**config.mk**
```make
export PLATFORM = sky130hd
export DESIGN_NAME = cache_refill
export DESIGN_NICKNAME = d
export VERILOG_FILES = /design/src/rtl/cache_refill_pkg.sv /design/src/rtl/cache_refill_line_buf.sv /design/src/rtl/cache_refill.sv
export SDC_FILE = /design/constraint.sdc
export NUM_CORES = 1
export LEC_CHECK = 0
export ABC_AREA = 0
export CAP_MARGIN = 20
export CORE_UTILIZATION = 41
export DETAILED_ROUTE_END_ITERATION = 16
export PLACE_DENSITY = 0.75
export SLEW_MARGIN = 5
export SYNTH_ARGS = -nofsm -noshare
export SYNTH_HDL_FRONTEND = slang
export SYNTH_HIERARCHICAL = 1
export SYNTH_SLANG_ARGS = --single-unit
```
**constraint.sdc**
```tcl
create_clock -name clk -period 2.6 [get_ports clk]
set_input_delay 0.52 -clock clk [delete_from_list [all_inputs] [get_ports clk]]
set_output_delay 0.52 -clock clk [all_outputs]
set_load 0.05 [all_outputs]
```
**src/rtl/cache_refill_pkg.sv**
```systemverilog
// Shared widths and encodings for the cache line-refill engine.
// Imported by the refill FSM and its line buffer.
package cache_refill_pkg;
  localparam int ADDR_WIDTH      = 32;
  localparam int DATA_WIDTH      = 32;
  localparam int CACHE_DEPTH     = 8;
  localparam int CACHE_OFFSET_AW = 4;
  localparam int CACHE_BANK_NUM  = 4;
  localparam int RAM_NUM         = 4;
  localparam int BEAT_CNT_W      = 2;

  typedef enum logic [1:0] {
    REFILL_IDLE  = 2'd0,
    REFILL_REQ   = 2'd1,
    REFILL_RECV  = 2'd2,
    REFILL_WRITE = 2'd3
  } refill_state_e;
endpackage

```
**src/rtl/cache_refill_line_buf.sv**
```systemverilog
// Beat collector for a refill: word registers, write pointer
// and critical-word capture.
import cache_refill_pkg::*;

module refill_line_buf #(
  parameter int DATA_W   = DATA_WIDTH,
  parameter int BEAT_NUM = CACHE_BANK_NUM,
  parameter int CNT_W    = BEAT_CNT_W
) (
  input  logic                       clk,
  input  logic                       rst,
  input  logic                       i_clr,
  input  logic                       i_we,
  input  logic [DATA_W-1:0]          i_data,
  input  logic [CNT_W-1:0]           i_crit_sel,
  output logic                       o_last,
  output logic [DATA_W*BEAT_NUM-1:0] o_line,
  output logic                       o_crit_valid,
  output logic [DATA_W-1:0]          o_crit_data
);

  logic [DATA_W-1:0] r_word [BEAT_NUM];
  logic [CNT_W-1:0]  r_cnt;
  logic              r_crit_valid;
  logic [DATA_W-1:0] r_crit_data;

  always_ff @(posedge clk) begin
    if (rst) begin
      r_cnt        <= '0;
      r_crit_valid <= 1'b0;
      r_crit_data  <= '0;
      for (int i = 0; i < BEAT_NUM; i++)
        r_word[i] <= '0;
    end else begin
      r_crit_valid <= 1'b0;
      if (i_clr) begin
        r_cnt <= '0;
      end else if (i_we) begin
        r_word[r_cnt] <= i_data;
        r_cnt         <= r_cnt + 1'b1;
        if (r_cnt == i_crit_sel) begin
          r_crit_valid <= 1'b1;
          r_crit_data  <= i_data;
        end
      end
    end
  end

  assign o_last = i_we && (r_cnt == CNT_W'(BEAT_NUM - 1));

  for (genvar g = 0; g < BEAT_NUM; g++) begin : g_line
    assign o_line[g*DATA_W +: DATA_W] = r_word[g];
  end

  assign o_crit_valid = r_crit_valid;
  assign o_crit_data  = r_crit_data;

endmodule

```
**src/rtl/cache_refill.sv**
```systemverilog
// Cache line-refill engine: one line read, 4 beats collected,
// whole line written to the 4-bank data array in one cycle.
import cache_refill_pkg::*;

module cache_refill #(
  parameter int ADDR_W   = ADDR_WIDTH,
  parameter int DATA_W   = DATA_WIDTH,
  parameter int IDX_W    = CACHE_DEPTH,
  parameter int OFF_W    = CACHE_OFFSET_AW,
  parameter int BEAT_NUM = CACHE_BANK_NUM
) (
  input  logic                     clk,
  input  logic                     rst,
  input  logic                     refill_req_i,
  input  logic [ADDR_W-1:0]        refill_addr_i,
  output logic                     refill_busy_o,
  output logic                     refill_done_o,
  output logic                     refill_err_o,
  output logic                     mem_req_o,
  output logic [ADDR_W-1:0]        mem_addr_o,
  input  logic                     mem_gnt_i,
  input  logic                     mem_rvalid_i,
  input  logic [DATA_W-1:0]        mem_rdata_i,
  input  logic                     mem_err_i,
  output logic                     crit_valid_o,
  output logic [DATA_W-1:0]        crit_data_o,
  output logic [IDX_W-1:0]         wr_index_o,
  output logic [OFF_W-1:0]         wr_offset_o,
  output logic [3:0]               wr_en_o,
  output logic                     wr_full_bank_o,
  output logic [DATA_W*BEAT_NUM-1:0] wr_data_o
);

  refill_state_e     r_state;
  refill_state_e     w_next;
  logic [ADDR_W-1:0] r_addr;
  logic              r_err;
  logic              w_latch;
  logic              w_clr;
  logic              w_we;
  logic              w_last;
  logic              w_write;

  always_ff @(posedge clk) begin
    if (rst) begin
      r_state <= REFILL_IDLE;
      r_addr  <= '0;
      r_err   <= 1'b0;
    end else begin
      r_state <= w_next;
      r_err   <= (r_state == REFILL_RECV)
                 && mem_rvalid_i && mem_err_i;
      if (w_latch)
        r_addr <= refill_addr_i;
    end
  end

  always_comb begin
    w_next  = r_state;
    w_latch = 1'b0;
    w_clr   = 1'b0;
    w_we    = 1'b0;
    unique case (r_state)
      REFILL_IDLE: begin
        if (refill_req_i) begin
          w_latch = 1'b1;
          w_next  = REFILL_REQ;
        end
      end
      REFILL_REQ: begin
        if (mem_gnt_i) begin
          w_clr  = 1'b1;
          w_next = REFILL_RECV;
        end
      end
      REFILL_RECV: begin
        if (mem_rvalid_i) begin
          if (mem_err_i) begin
            w_next = REFILL_IDLE;
          end else begin
            w_we = 1'b1;
            if (w_last)
              w_next = REFILL_WRITE;
          end
        end
      end
      REFILL_WRITE: w_next = REFILL_IDLE;
      default:      w_next = REFILL_IDLE;
    endcase
  end

  // Word select of the miss address picks the critical beat.
  refill_line_buf #(
    .DATA_W   (DATA_W),
    .BEAT_NUM (BEAT_NUM),
    .CNT_W    (BEAT_CNT_W)
  ) u_line_buf (
    .clk          (clk),
    .rst          (rst),
    .i_clr        (w_clr),
    .i_we         (w_we),
    .i_data       (mem_rdata_i),
    .i_crit_sel   (r_addr[OFF_W-1:2]),
    .o_last       (w_last),
    .o_line       (wr_data_o),
    .o_crit_valid (crit_valid_o),
    .o_crit_data  (crit_data_o)
  );

  assign w_write        = (r_state == REFILL_WRITE);
  assign refill_busy_o  = (r_state != REFILL_IDLE);
  assign refill_done_o  = w_write;
  assign refill_err_o   = r_err;
  assign mem_req_o      = (r_state == REFILL_REQ);
  assign mem_addr_o     = {r_addr[ADDR_W-1:OFF_W], OFF_W'(0)};
  assign wr_index_o     = r_addr[OFF_W +: IDX_W];
  assign wr_offset_o    = r_addr[OFF_W-1:0];
  assign wr_en_o        = {4{w_write}};
  assign wr_full_bank_o = w_write;

endmodule
```
==> run summary <==
### Status
* result of the run: complete, no violations

### Yosys
* number of warning messages in the yosys log: 6
* sequential share of the synthesized area: 0.6762
* dominant cells by area after synthesis: sky130_fd_sc_hd__edfxtp_1 50%, sky130_fd_sc_hd__dfxtp_1 18%, sky130_fd_sc_hd__and2_1 11%
* cell area after technology mapping: 7756 um2
* distinct cell type count after synthesis: 31
* FF+latch count, synth: 198
* Yosys top cell area share: 0.4956
* syn_area_per_cell: 12.76 um2
* synthesized instance count: 608
* Yosys top cell by area: sky130_fd_sc_hd__edfxtp_1

### Finish
* Layout Area Growth over Synthesis: 47.35%
* Ant. Diodes: 0
* fraction of layout cells with a size suffix above 1: 0.07095
* most used cells in the layout excluding fill and tap cells: 271 x sky130_fd_sc_hd__clkdlybuf4s50_1, 131 x sky130_fd_sc_hd__and2_1, 128 x sky130_fd_sc_hd__edfxtp_1
* non-filler instance count after layout: 1117
* net count of the finished layout: 946
* most common cell after layout, fill and taps aside: sky130_fd_sc_hd__clkdlybuf4s50_1
* fill cell instance count of the final layout: 1437

### Routing
* number of vias in the routed layout: 5388
* Initial DRC Count: 238
* Remaining DRCs: 0
* router iterations before antenna repair: 4
* post-detailed-routing wire length: 20080 um
* vias per cell: 4.824
* wire length per cell after detailed routing: 17.98 um
* count of antenna-violating nets left after detailed routing: 0

### Power and ir drop
* part of the total power dissipated in the clock network: 0.375
* Psw: 2006 uW
* portion of total power attributed to combinational logic: 0.146
* post-route total power: 7295 uW
* leak pwr: 0.004268 uW
* highest ir drop seen on vdd: 454.3 uV
* cell internal power dissipation: 5288 uW
* Seq pwr share: 0.479
* power per cell area: 638.3 nW/um2
* switch share: 0.2750

### Global routing
* wire length of the first global-routing pass: 31110 um
* initial antenna violation count: 0
* via count of the first global-routing pass: 5412
* leftover overflow at the end of global routing: 0
* Global Route Usage Sum: 0.2123
* maximum number of pins on one net before global-route repair: 45

### CTS
* CTS tree: done
* number of hold-repair buffers added at the cts stage: 0
* CTS Root Cell: sky130_fd_sc_hd__clkbuf_16
* clock-pin slew on the worst setup and hold paths: 0.07 ns
* worst-case clock buffer depth: 2
* number of sinks driven by the clock tree: 198
* Inserted Clock Buffers: 17
* clock insertion delay at the later pin of the skew report: 0.43 ns
* H-tree Lvls: 4

### Floorplanning
* area of the die: 19470 um2
* horizontal die dimension: 139.5 um
* Rows: 49
* effective utilization at floorplan: 0.4245
* Placeable Area: 18270 um2
* total I/O pin count: 284
* die height: 139.5 um

### STA
* worst-margin pin slew: 0.5762 ns
* Final min period: 2.411 ns
* RSZ-0062 raised after global routing: false
* post-route clock period utilization: 0.9272
* Fin Clk Skew: 0.01074 ns
* final setup violating endpoints: 0
* Slew Viols, Final: 0
* number of endpoints with negative hold slack in the final report: 0
* setup_tns: 0 ns
* maximum achievable frequency: 0.4148 GHz
* Slew headroom: 0.6147
* final hold slack: 0.4551 ns

### Critical path
* Critical Path RT: 2.08 ns
* launching instance or port of the critical path: r_state[1]$_SDFFE_PP0P_
* worst r2r dst: u_line_buf/r_word[3][29]$_DFFE_PP_
* crit-path leading delay family: buffers and inverters
* Setup crit end kind: output pin
* worst reg-to-reg setup slack: 0.50 ns
* Slowest Stage Delay on Critical Path: 0.79 ns
* Critical Path Source Type: flop
* signal arrival time at the worst endpoint: 1.89 ns
* list of cells traversed by the critical path: or2_2, clkdlybuf4s50_1
* maximum net fanout on the critical path: 8
* type of the setup path with the least slack: reg -> out
* WP depth: 2
* FF-to-FF Start: r_state[0]$_SDFFE_PP0P_
* slowest library cell on the worst path: sky130_fd_sc_hd__clkdlybuf4s50_1
* depth of the worst register-to-register path: 5
* Critical path buffers and inverters: 1
* capturing instance or port of the critical path: refill_busy_o

### Place
* placer congestion estimate: 0.7293
* total instance count after detailed placement: 1085
* Detail Placement HPWL: 13750 um
* Port Buffers: 279

### Worst hold path
* Hold/Removal Path Class: reg -> reg

### Job
* max-capacitance violation count: 0

cells in the mapped netlist (all sizes together):
library cell / n
clkbuf: 24
nor2b: 2
dfxtp: 70
nor2: 3
inv: 2
nor4b: 1
a21oi: 33
xnor2: 3
edfxtp: 128
nor4: 2
a22oi: 1
a221oi: 1
mux2i: 33
nor3: 2
conb: 1
ha: 1
a41o: 1
nand4b: 1
buf: 29
or2: 4
and4: 1
and2: 131
nand2b: 65
and4bb: 1
or3b: 1
nand2: 65
nor3b: 2
through the flow:
step,cell area (um2),setup slack (ns),util
after global placement,10800,0.1987,0.5909
after detailed placement,10800,0.1751,0.5909
after floorplan,7770,0.2671,-
after global routing,11430,0.1179,0.6255
after CTS,11410,0.01930,0.6246
final,11430,0.1893,0.6255
tightest hold or removal path: cells and delay by family (launching register included):
kind	cells	cell delay [ns]
DFF	1	0.31
AOI/OAI and AO/OA	1	0.05
and+or+nand+nor	1	0.05
worst min-delay path by stage:
stage	start	end	slack (ns)	cells past startpoint
6_report	r_addr[24]$_SDFFE_PP0P_	r_addr[24]$_SDFFE_PP0P_	0.46	2
5_1_grt	r_addr[16]$_SDFFE_PP0P_	r_addr[16]$_SDFFE_PP0P_	0.48	2
3_5_place_dp	r_addr[25]$_SDFFE_PP0P_	r_addr[25]$_SDFFE_PP0P_	0.45	2
4_1_cts	r_addr[23]$_SDFFE_PP0P_	r_addr[23]$_SDFFE_PP0P_	0.46	2
2_1_floorplan	r_state[1]$_SDFFE_PP0P_	refill_err_o$_SDFF_PP0_	0.53	2
3_3_place_gp	r_addr[27]$_SDFFE_PP0P_	r_addr[27]$_SDFFE_PP0P_	0.44	2
sequential cells by signal (all words and copies together), names as in the netlist:
| register | count |
|---|---|
| u_line_buf/r_word | 128 |
| r_addr | 32 |
| u_line_buf/o_crit_data | 32 |
| r_state | 2 |
| u_line_buf/r_cnt | 2 |
| refill_err_o | 1 |
| u_line_buf/o_crit_valid | 1 |
power by group through the flow:
stage          Combinational (uW)  Clock, uW  Sequential (uW)
2_1_floorplan                 247          0             3950
3_3_place_gp                 1070          0             3560
3_5_place_dp                 1070          0             3570
4_1_cts                      1070       2800             3490
5_1_grt                      1110       2920             3510
6_report                     1060       2740             3490
cell type report:
type / instances / area [um2] / area share
Clock buffer: 18 / 429.2 / 0.03755
Clock inverter: 14 / 185.2 / 0.01620
Inverter: 2 / 7.507 / 0.0006569
Multi-Input combinational cell: 358 / 2237 / 0.1958
Sequential cell: 198 / 5245 / 0.4589
Tap cell: 229 / 286.5 / 0.02507
Timing Repair Buffer: 298 / 3038 / 0.2658
metal layers:
layer  global-route usage  part of all wire
met1               0.2546              0.42
met2               0.3639              0.49
met3              0.06332             0.073
met4              0.07172             0.017
met5                    0                 0
what timing repair did:
item / in CTS / in global routing
resized for setup: 0 / 7
buffers inserted: 0 / 0
setup endpoints to repair: 0 / 7
cell families after synthesis:
group / Yosys count / synth area share
buffers and inverters: 55 / 0.04194
AO/OA/AOI/OAI: 36 / 0.02468
AND/OR/NAND/NOR: 281 / 0.2091
adder cells (fa/ha/maj): 1 / 0.001613
other: 1 / 0.0004835
multiplexers: 33 / 0.04259
flip-flops: 198 / 0.6762
XOR/XNOR: 3 / 0.003388
No activity file was read; power rests on OpenSTA's default activity.
